<file path="config.mk">
export PLATFORM = sky130hd
export DESIGN_NAME = sequence_generator
export DESIGN_NICKNAME = d
export VERILOG_FILES = /design/src/rtl/sequence_generator.sv
export SDC_FILE = /design/constraint.sdc
export NUM_CORES = 1
export LEC_CHECK = 0
export CAP_MARGIN = 0
export CORE_ASPECT_RATIO = 0.7
export CORE_UTILIZATION = 30
export CTS_CLUSTER_DIAMETER = 100
export CTS_CLUSTER_SIZE = 25
export DETAILED_ROUTE_END_ITERATION = 7
export PLACE_DENSITY = 0.64
export SLEW_MARGIN = 20
export SYNTH_ARGS = -nofsm -noshare
export SYNTH_HDL_FRONTEND = slang
export SYNTH_SLANG_ARGS = --single-unit
</file>
<file path="constraint.sdc">
create_clock -name clk -period 4.3 [get_ports clk]
set_clock_uncertainty 0.2 [all_clocks]
set_input_delay 0.43 -clock clk [delete_from_list [all_inputs] [get_ports clk]]
set_output_delay 0.43 -clock clk [all_outputs]
set_load 0.05 [all_outputs]
</file>
<file path="src/rtl/sequence_generator.sv">
// ---------------------------------------------------------------------------
// sequence_generator
//
// Serial frame generator. On request it emits the frame 0,1,<N zeros>,1
// (N+3 bits on consecutive enabled cycles), then pulses done for one cycle.
// Optionally keeps a two-digit BCD count of completed frames and drives two
// active-low seven-segment decoders (gfedcba).
//
// Optional feature macro: SEQGEN_DISP_EN
//   defined   -> frame counter + seven-segment decoders present
//   undefined -> counter omitted, disp0/disp1 tied to 7'b1111111 (blank)
//
// Parameters
//   ZW         width of the zero-count input (up to 2^ZW-1 middle zeros)
//
// Ports
//   clk        rising-edge clock
//   rst        asynchronous, active-high reset
//   ena        enable; low freezes every register and masks bit_valid/done
//   start      frame request, sampled only in IDLE with ena high
//   zeros      number N of middle zeros, latched with start
//   bit_out    serial data bit
//   bit_valid  bit_out carries a frame bit this cycle
//   busy       frame in progress (any state except IDLE)
//   done       one-cycle pulse after the last frame bit
//   disp0      ones digit of the frames-sent count, active-low gfedcba
//   disp1      tens digit of the frames-sent count, active-low gfedcba
// ---------------------------------------------------------------------------
module sequence_generator #(
    parameter int ZW = 4
) (
    input  logic          clk,
    input  logic          rst,
    input  logic          ena,
    input  logic          start,
    input  logic [ZW-1:0] zeros,
    output logic          bit_out,
    output logic          bit_valid,
    output logic          busy,
    output logic          done,
    output logic [6:0]    disp0,
    output logic [6:0]    disp1
);

    typedef enum logic [2:0] {
        IDLE     = 3'd0,
        SEND0    = 3'd1,
        SEND1    = 3'd2,
        ZEROS    = 3'd3,
        SENDLAST = 3'd4,
        DONE     = 3'd5
    } state_t;

    localparam logic [ZW-1:0] CNT_ONE  = ZW'(1);
    localparam logic [ZW-1:0] CNT_ZERO = '0;

    state_t        state_q, state_d;
    logic [ZW-1:0] cnt_q, cnt_d;
    logic          bit_out_q, bit_out_d;

    // State register
    always_ff @(posedge clk or posedge rst) begin
        if (rst) begin
            state_q   <= IDLE;
            cnt_q     <= '0;
            bit_out_q <= 1'b0;
        end else begin
            state_q   <= state_d;
            cnt_q     <= cnt_d;
            bit_out_q <= bit_out_d;
        end
    end

    // Next-state logic. Nothing advances while ena is low.
    always_comb begin
        state_d = state_q;
        cnt_d   = cnt_q;
        if (ena) begin
            case (state_q)
                IDLE: begin
                    if (start) begin
                        state_d = SEND0;
                        cnt_d   = zeros;
                    end
                end
                SEND0: state_d = SEND1;
                SEND1: state_d = (cnt_q != CNT_ZERO) ? ZEROS : SENDLAST;
                ZEROS: begin
                    // Entered with cnt_q = N > 0; leaving when it reaches 1
                    // gives exactly N cycles here.
                    cnt_d = cnt_q - CNT_ONE;
                    if (cnt_q == CNT_ONE) begin
                        state_d = SENDLAST;
                    end
                end
                SENDLAST: state_d = DONE;
                DONE:     state_d = IDLE;
                default:  state_d = IDLE;
            endcase
        end
    end

    // The serial bit is registered so that it simply holds while ena is low.
    // It is the bit belonging to the state being entered: 1 for SEND1 and
    // SENDLAST, 0 everywhere else (including DONE/IDLE).
    always_comb begin
        bit_out_d = bit_out_q;
        if (ena) begin
            bit_out_d = (state_d == SEND1) || (state_d == SENDLAST);
        end
    end

    // Output logic
    always_comb begin
        bit_out   = bit_out_q;
        busy      = (state_q != IDLE);
        done      = ena && (state_q == DONE);
        bit_valid = ena && ((state_q == SEND0) || (state_q == SEND1) ||
                            (state_q == ZEROS) || (state_q == SENDLAST));
    end

`ifdef SEQGEN_DISP_EN
    logic [3:0] ones_q, ones_d;
    logic [3:0] tens_q, tens_d;

    function automatic logic [6:0] seg7(input logic [3:0] d);
        logic [6:0] s;
        case (d)
            4'd0:    s = 7'b1000000;
            4'd1:    s = 7'b1111001;
            4'd2:    s = 7'b0100100;
            4'd3:    s = 7'b0110000;
            4'd4:    s = 7'b0011001;
            4'd5:    s = 7'b0010010;
            4'd6:    s = 7'b0000010;
            4'd7:    s = 7'b1111000;
            4'd8:    s = 7'b0000000;
            4'd9:    s = 7'b0011000;
            default: s = 7'b1111111;
        endcase
        return s;
    endfunction

    always_ff @(posedge clk or posedge rst) begin
        if (rst) begin
            ones_q <= 4'd0;
            tens_q <= 4'd0;
        end else begin
            ones_q <= ones_d;
            tens_q <= tens_d;
        end
    end

    // Count completes on the DONE cycle; an aborted frame never reaches DONE.
    always_comb begin
        ones_d = ones_q;
        tens_d = tens_q;
        if (ena && (state_q == DONE)) begin
            if (ones_q == 4'd9) begin
                ones_d = 4'd0;
                tens_d = (tens_q == 4'd9) ? 4'd0 : tens_q + 4'd1;
            end else begin
                ones_d = ones_q + 4'd1;
            end
        end
    end

    assign disp0 = seg7(ones_q);
    assign disp1 = seg7(tens_q);
`else
    assign disp0 = 7'b1111111;
    assign disp1 = 7'b1111111;
`endif

endmodule

</file>
== After elaboration in Yosys (flattened, before gate mapping) ==
Cells that the tools add are included.
W data, S select, Z words.
Storage, ports and cells
  register bits after elaboration: 8
  bits in latches: 0
  word-level logic and storage cells: 31
  input port bits: 8
  output and inout port bits: 18
  ROM bits: 0
  RAM bits: 0
  memories: 0
Cells by class
  multiplexer cells: 7
  eq/ne operators: 9
  shifts and indexed selects: 0
  add/subtract/negate cells: 1
  multipliers: 0
  reductions and logical operators: 11
  divide/modulo/power cells: 0
  bitwise operators: 0
  order comparisons: 0
Operators by type and width (count)
  $pmux W3 S5: 1
  $mux W3: 4
  $eq A3 B2 Y1 const B: 3
  $eq A3 B3 Y1 const B: 3
  $pmux W4 S2: 1
  $eq A4 B1 Y1 const B: 1
  $logic_or A1 B1 Y1: 4
  $mux W4: 1
  $reduce_bool A4 Y1: 1
  $sub A4 B1 Y4 const B: 1
  $eq A3 B1 Y1 const B: 1
  $logic_not A3 Y1: 1
  $reduce_and A3 Y1: 1
  $reduce_bool A3 Y1: 1
  $logic_and A1 B1 Y1: 2
  $ne A2 B2 Y1 const B: 1
  $reduce_bool A2 Y1: 1

== Logic depth before layout (Yosys ltp) ==
Gate-level depths: netlist of the first run.
  word-level depth: 6
  mapped depth: 7
  gate-level depth less buffers: 7

== Least setup slack after synthesis of the first run ==
OpenSTA, ideal clock, no wires.
  path type: register to output
  start point: register state_q[0]
  end point: output port done
  stages on the path, launching flop included: 4
  setup slack: 1.991 ns
  data arrival time: 1.679 ns
  path through: dfrtp_1 buf_6 nand2_1 nor3b_1
Between the ends
  cells in the longest elaborated chain, start to end: 2
Ends and longest elaborated chain
  from (decl): line 57  | state_t state_q, state_d;
  from (signal assigned): line 68  | state_q <= state_d;
  $eq A3 B3 Y1: line 117  | done = ena && (state_q == DONE);
  $logic_and A1 B1 Y1: line 117
  to (decl): line 40  | output logic done,
Every way passes these cells.

== Worst setup path after layout of the first run ==
  start point: input port ena
  end point: output port done
Between the ends
  cells in the longest elaborated chain, start to end: 1
Ends and longest elaborated chain
  from (decl): line 34  | input logic ena,
  $logic_and A1 B1 Y1: line 117
Every way passes these cells.

==> impl_metrics.toml, run 1 <==
[die]
start_util_pct = 33.9
fp.dieH_um = 41.6
ioPinCount = 26
fp-row-count = 13
die-width_um = 58.6
core_um2 = 1980
dieArea_um2 = 2440

[logic_synthesis]
ys_seq_area_share_pct = 29.8
ys_ff_latch = 8
synthCells = 77
avgSynthCellArea_um2 = 8.73
synth_warnings = 0
yosysUniqueCellTypes = 32
netlist_area_um2 = 672

[grt]
grt-busiest-layer = "met1"
grt_usage_pct = 10.7
gr-total-overflow = 0
grt_max_degree = 12
use_met2_pct = 13.6
grt_pass1_vias = 424
antenna_found_initial = 0
use_met1_pct = 15.5
grt_pass1_wl_um = 1930
grtUsageMet3_pct = 3.74

[routing]
route.detailed.drc = 0
vias_per_cell = 4.50
drt_wl_total_um = 1170
ant_nets = 0
wl_per_cell_um = 9.98
vias = 527
drt_iter0_markers = 37
drt_first_pass_iters = 4

[layout]
fill_cells = 228
layout_common_cells = "14 x conb_1, 11 x clkdlybuf4s50_1, 8 x nand2_1, 8 x dfrtp_1, 7 x o21ai_0"
fin_nets = 99
finalInstanceArea_um2 = 758
syn_to_final_growth_pct = 12.8
diodes = 0
drive_above_1_share_pct = 12.6
layout_commonest_cell = "conb_1"

[setup_path]
end_kind = "output port"
start_kind = "primary input"
crit_fanout = 7
critPathKind = "in -> out"
cp.arrival_ns = 2.18
crit_required_ns = 3.67

[clock_network]
clk_path_buf_depth = 2
htreeDepth = 1
path_clk_slew_ns = 0.05
clockRootBuffer = "clkbuf_4"
holdBufCountCts = 0
cts.sinks = 8
tritoncts = "done"
cts_resized = 0
cts_buffers = 3
clk-insertion-delay-late_ns = 0.25
post_cts_buffers = 0

[place]
place_ws_ns = 1.48
dpl_cell_area_um2 = 736
place.gp.congestion = 0.735
io_buffers = 11
post-dp-hpwl_um = 901

[timing]
finalHoldViolCount = 0
hold_slack_ns = 0.226
setup_ws_ns = 1.49
rsz0062_at_grt = "no"
post-route-min-period_ns = 2.81
fin_tns_setup_ns = 0
slew_violations = 0
fin_crit_sh_pct = 65.4
setup_violations = 0
fmax_ghz = 0.356

[power_and_ir_drop]
peakVddDrop_v = 0.000184
power_density_nw_per_um2 = 725
p_leak_uw = 0.000340

[worst_hold_path]
hold_path.class = "in -> async"

[run]
cap_violations = 0

[outcome]
status = "finished clean"
[critical path, stage by stage]
cell	delay, ns
clkdlybuf4s50_1	0.60
nand2_1	0.12
nor3b_1	0.20
clkdlybuf4s50_1	0.83
[logic make-up (layout without fill, tap and decap cells)]
group | count (synthesis) | in the layout | share of synthesized area [%]
buf+inv | 23 | 20 | 23.1
mux | 1 | 1 | 1.49
xor+xnor | 1 | 1 | 1.30
compound gates | 20 | 20 | 24.2
fa+ha+maj | 2 | 2 | 3.72
flops | 8 | 8 | 29.8
other cells | 1 | 14 | 0.558
simple gates | 21 | 21 | 15.8
[where the power goes]
part	total [µW]	leakage [µW]	switching (µW)	internal [µW]
Sequential	170	0.0000983	59.0	111
Combinational	323	0.000228	193	130
Clock	56.5	0.0000138	24.7	31.9
[sequential cells by signal, indices dropped and copies added (netlist names)]
signal   cells
state_q      3
bit_out      1
cnt_q        4
[through the flow]
step | instances | util, % | total power (µW)
global route | 117 | 38.2 | 597
detailed placement | 114 | 37.1 | 493
global placement | 114 | 37.1 | 485
finish | 117 | 38.2 | 549
CTS | 117 | 38.2 | 553
floorplan | 90 | - | 450
[synthesized netlist by cell type]
library cell   n  area (µm²)
nand2b_1       2        12.5
conb_1         1        3.75
or3_1          1        6.26
ha_1           2        25.0
o211ai_1       1        7.51
nand2_1        8        30.0
dfrtp_1        8         200
a211o_2        1        10.0
o21ai_1        2        10.0
o21a_1         1        7.51
nand3b_2       1        11.3
nor3b_1        1        7.51
inv_1          5        18.8
a311oi_1       1        8.76
nor2_2         1        6.26
a22o_1         2        17.5
o21ai_0        7        35.0
buf_6          2        22.5
buf_4         14         105
inv_2          1        3.75
and3_1         1        6.26
buf_2          1        5.00
nor3_1         2        10.0
nand3_1        1        5.00
a2111oi_2      1        15.0
nor2_1         3        11.3
o311ai_1       1        8.76
a32o_2         1        11.3
o22ai_2        1        12.5
xnor2_1        1        8.76
mux2i_1        1        10.0
a21boi_4       1        18.8
[layer usage]
| layer | part of all wire [%] | routed length (µm) | vias to the layer above |
|---|---|---|---|
| li1 | - | - | 260 |
| met2 | 41 | 483 | 35 |
| met1 | 46 | 539 | 230 |
| met3 | 12 | 141 | 2 |
| met5 | 0 | 0 | - |
| met4 | 0.34 | 4 | 0 |
[area by class of cell]
type / count / area (µm²) / area share [%]
clock buffer: 3 / 22.5 / 2.97
inverter: 6 / 22.5 / 2.97
multi-input combinational: 59 / 365 / 48.2
sequential: 8 / 200 / 26.4
tap: 30 / 37.5 / 4.95
timing repair buffer: 11 / 110 / 14.5
[path summary, 6_finish.rpt]
kind / from / to / slack (ns) / cells past startpoint
worst max register to register: cnt_q[0] / bit_out / 2.45 / 7
worst min-delay path: rst / state_q[1] / 0.23 / 2
worst max-delay path: ena / done / 1.49 / 4
worst min register to register: bit_out / bit_out / 0.35 / 2
min in group clk: bit_out / bit_out / 0.35 / 2
max in group asynchronous: rst / cnt_q[2] / 3.44 / 2
No activity file was read; power rests on OpenSTA's default activity.
==> run 2, diff against run 1 <==
PLACE_DENSITY = 0.66   (was 0.64)
clock period = 2.3 ns   (was 4.3 ns; I/O delays follow)
==> impl_metrics.toml, run 2 (synthesized netlist as in run 1, its figures left out) <==
[timing]
fin_crit_sh_pct = 87.4
setup_violations = 0
finalHoldViolCount = 0
fmax_ghz = 0.497
rsz0062_at_grt = "no"
post-route-min-period_ns = 2.01
slew_violations = 0
hold_slack_ns = 0.00972
fin_tns_setup_ns = 0

[setup_path]
worst_r2r_path_depth = 7
end_kind = "output port"
r2r_setup_slack_ns = 0.48
crit_buf_inv = 1
crit_family = "flip-flops"
critical_path.max_stage_delay_ns = 0.50
critPathKind = "reg -> out"
reg2reg_from = "cnt_q[0]"
crit_fanout = 11
crit_required_ns = 1.87
crit_path_cell_trace = "or3_1 > dlygate4sd2_1"
cpMaxStageDelayCell = "dfrtp_1"
r2r_end = "bit_out"
cp.arrival_ns = 1.58
start_kind = "flip-flop"

[clock_network]
path_clk_slew_ns = 0.06
cts.sinks = 8
post_cts_buffers = 0
tritoncts = "done"
clk_path_buf_depth = 2
clk-insertion-delay-late_ns = 0.26
cts_buffers = 3
clockRootBuffer = "clkbuf_4"
htreeDepth = 1

[grt]
gr-total-overflow = 0
grt_max_degree = 12
antenna_found_initial = 0
grt_pass1_vias = 507
grt_pass1_wl_um = 2300
grt_usage_pct = 12.7

[routing]
drt_first_pass_iters = 4
drt_iter0_markers = 11
vias = 548
vias_per_cell = 4.61
ant_nets = 0
route.detailed.drc = 0
wl_per_cell_um = 11.2
drt_wl_total_um = 1330

[power_and_ir_drop]
switchingPower_uw = 538
clkPwrFrac_pct = 10.4
power_density_nw_per_um2 = 1360
finalPower_uw = 1080
peakVddDrop_v = 0.000241
netSwitchingFraction_pct = 49.8
power_frac_seq_pct = 25.7
internal_power_uw = 543
p_comb_share_pct = 64.0
p_leak_uw = 0.000359

[layout]
diodes = 0
fill_cells = 225
syn_to_final_growth_pct = 17.9
layout_commonest_cell = "conb_1"
finalInstanceArea_um2 = 792
largest-register = "cnt_q"
multi_input_area_um2 = 365
drive_above_1_share_pct = 16.9
fin_nets = 101
regArea_um2 = 200
largest_reg_flops = 4
layout_common_cells = "14 x conb_1, 8 x nand2_1, 8 x dfrtp_1, 8 x clkdlybuf4s50_1, 7 x o21ai_0"

[die]
start_util_pct = 33.9
ioPinCount = 26
core_um2 = 1980
fp-row-count = 13
die-width_um = 58.6
fp.dieH_um = 41.6
dieArea_um2 = 2440

[place]
dpl_cell_area_um2 = 771
io_buffers = 11
place.gp.congestion = 0.759
post-dp-hpwl_um = 1000

[worst_hold_path]
hold_path.class = "in -> async"

[run]
cap_violations = 0

[outcome]
status = "finished clean"
-- run 2: cell types whose count changed in the layout (fill, tap and decap cells not counted) --
cell	delta
clkdlybuf4s50_1	-3
buf_12	+2
buf_4	+2
dlygate4sd2_1	+1
-- run 2: power groups by stage --
stage | registers [µW] | clock network [µW] | logic (µW)
floorplan | 270 | 0 | 570
global placement | 274 | 0 | 670
detailed placement | 278 | 0 | 696
CTS | 277 | 118 | 692
global route | 289 | 130 | 758
finish | 278 | 112 | 691
-- run 2: area by class of cell --
class	count	area share [%]
multi-input combinational	59	46.1
sequential	8	25.3
timing repair buffer	13	18.2
tap	30	4.74
clock buffer	3	2.84
inverter	6	2.84
-- run 2: per-stage QoR --
| stage | utilization [%] | setup slack (ns) | std cells |
|---|---|---|---|
| CTS | 39.9 | 0.278 | 119 |
| global placement | 38.8 | 0.318 | 116 |
| detailed placement | 38.8 | 0.221 | 116 |
| floorplan | - | 0.191 | 90 |
| finish | 39.9 | 0.290 | 119 |
| global route | 39.9 | 0.195 | 119 |
-- run 2: timing repair --
item	in CTS	in global routing
resized for setup	1	0
endpoints found under the setup margin	1	0
hold buffers	0	0
-- run 2: how the worst max path moves through the flow --
stage                          end  cells past startpoint  slack [ns]  startpoint
final                         busy                      2        0.29  state_q[1]
after global routing          busy                      2        0.19  state_q[1]
after CTS                     busy                      2        0.28  state_q[1]
after detailed placement  cnt_q[2]                      6        0.22         ena
after global placement        busy                      2        0.32  state_q[1]
after floorplan               done                      3        0.19  state_q[0]
-- run 2: layer usage --
layer  wire, µm  GRT usage (%)
met5          0              0
met4         28           5.71
met3        103           5.92
met2        628           18.6
met1        573           15.9
==> run 3, diff against run 2 <==
CAP_MARGIN = 20   (was 0)
SETUP_SLACK_MARGIN = 0.4   (was not set)
==> impl_metrics.toml, run 3 (synthesized netlist as in run 1, its figures left out) <==
[outcome]
status = "finished clean"

[run]
cap_violations = 0

[setup_path]
r2r_setup_slack_ns = 0.50
crit_start = "state_q[2]"
critical_path.max_stage_delay_ns = 0.47
worst_r2r_path_depth = 7
reg2reg_from = "cnt_q[0]"
endpoint = "bit_valid"
crit_fanout = 10
cp.arrival_ns = 1.44
start_kind = "flip-flop"
cpMaxStageDelayCell = "dfrtp_2"
crit_path_cell_trace = "or3_4 > and3_2 > buf_12"
critPathKind = "reg -> out"
end_kind = "output port"
crit_required_ns = 1.87
r2r_end = "bit_out"

[clock_network]
tritoncts = "done"
htreeDepth = 1
clockRootBuffer = "clkbuf_4"
clk-insertion-delay-late_ns = 0.26
cts.sinks = 8
holdBufCountCts = 0
path_clk_slew_ns = 0.06
clk_path_buf_depth = 2
cts_buffers = 3

[routing]
drt_wl_total_um = 1250
vias_per_cell = 4.38
vias = 521
drt_iter0_markers = 5
drt_first_pass_iters = 4
route.detailed.drc = 0
wl_per_cell_um = 10.5
ant_nets = 0

[grt]
grt_max_degree = 11
grt_pass1_vias = 443
grt_usage_pct = 10.9
antenna_found_initial = 0
gr-total-overflow = 0
grt_pass1_wl_um = 2010

[layout]
layout_commonest_cell = "conb_1"
multi_input_area_um2 = 384
drive_above_1_share_pct = 25.8
largest_reg_flops = 4
syn_to_final_growth_pct = 21.8
fill_cells = 209
fin_util_pct = 41.2
diodes = 0
layout_common_cells = "14 x conb_1, 8 x nand2_1, 7 x o21ai_0, 7 x clkdlybuf4s50_1, 6 x dfrtp_1"
regArea_um2 = 203
largest-register = "cnt_q"
fin_nets = 101
layoutNonFillerInstCount = 119

[power_and_ir_drop]
peakVddDrop_v = 0.000297
power_density_nw_per_um2 = 1350
finalPower_uw = 1110
p_leak_uw = 0.000369

[place]
io_buffers = 11
place.gp.congestion = 0.748
post-dp-hpwl_um = 928
placed_cells = 115

[timing]
fmax_ghz = 0.534
setup_violations = 0
slew_violations = 0
fin_crit_sh_pct = 81.5
post-route-min-period_ns = 1.87
fin_tns_setup_ns = 0
rsz0062_at_grt = "yes"
finalHoldViolCount = 0

[die]
dieArea_um2 = 2440
ioPinCount = 26
fp-row-count = 13
fp.dieH_um = 41.6
core_um2 = 1980
die-width_um = 58.6
start_util_pct = 33.9

[worst_hold_path]
hold_path.class = "in -> async"
-- run 3: changes by cell type in the layout (fill, tap and decap cells not counted), sizes merged --
cell           delta
dlymetal6s2s      +1
clkdlybuf4s50     -1
dlygate4sd2       -1
clkdlybuf4s15     +1
-- run 3: what timing repair did --
| action | in CTS | in global routing |
|---|---|---|
| setup buffers | 1 | 0 |
| resized for setup | 4 | 4 |
| endpoints found under the setup margin | 2 | 5 |
-- run 3: stage by stage --
step | instance area [µm²] | hold slack [ns] | setup slack, ns
after CTS | 807 | 0.0307 | 0.401
after floorplan | 732 | -0.154 | 0.572
after detailed placement | 774 | 0.309 | 0.266
after global placement | 774 | 0.298 | 0.303
after global routing | 818 | 0.0585 | 0.378
final | 818 | 0.00814 | 0.426
-- run 3: cell type report --
class / count / area share [%]
Multi-Input combinational cell: 59 / 46.9
Sequential cell: 8 / 24.8
Timing Repair Buffer: 13 / 18.2
Tap cell: 30 / 4.59
Clock buffer: 3 / 2.75
Inverter: 6 / 2.75
-- run 3: layer usage --
layer  vias to the layer above  share of wire [%]  track usage [%]
li1                        260                  -                -
met1                       240                 48             15.6
met2                        19                 46             15.6
met3                         2                4.0            0.935
met4                         0                1.5             7.14
met5                         -                  0                0
-- run 3: power by group --
part	internal (µW)	switching, µW	leakage (µW)
logic	294	413	0.000260
registers	212	72.6	0.0000958
clock network	60.2	55.3	0.0000138
-- run 3: worst min path at each step --
stage	slack, ns	endpoint	cells past startpoint
global placement	0.30	bit_out	2
global route	0.06	cnt_q[1]	2
finish	0.008	cnt_q[1]	2
floorplan	-0.15	bit_out	1
CTS	0.03	cnt_q[1]	2
detailed placement	0.31	bit_out	2
-- run 3: critical path, delay by kind of cell, from the launching register on --
kind	cells	cell delay [ns]
flip-flops	1	0.47
AND/OR/NAND/NOR	2	0.57
buffers and inverters	1	0.15
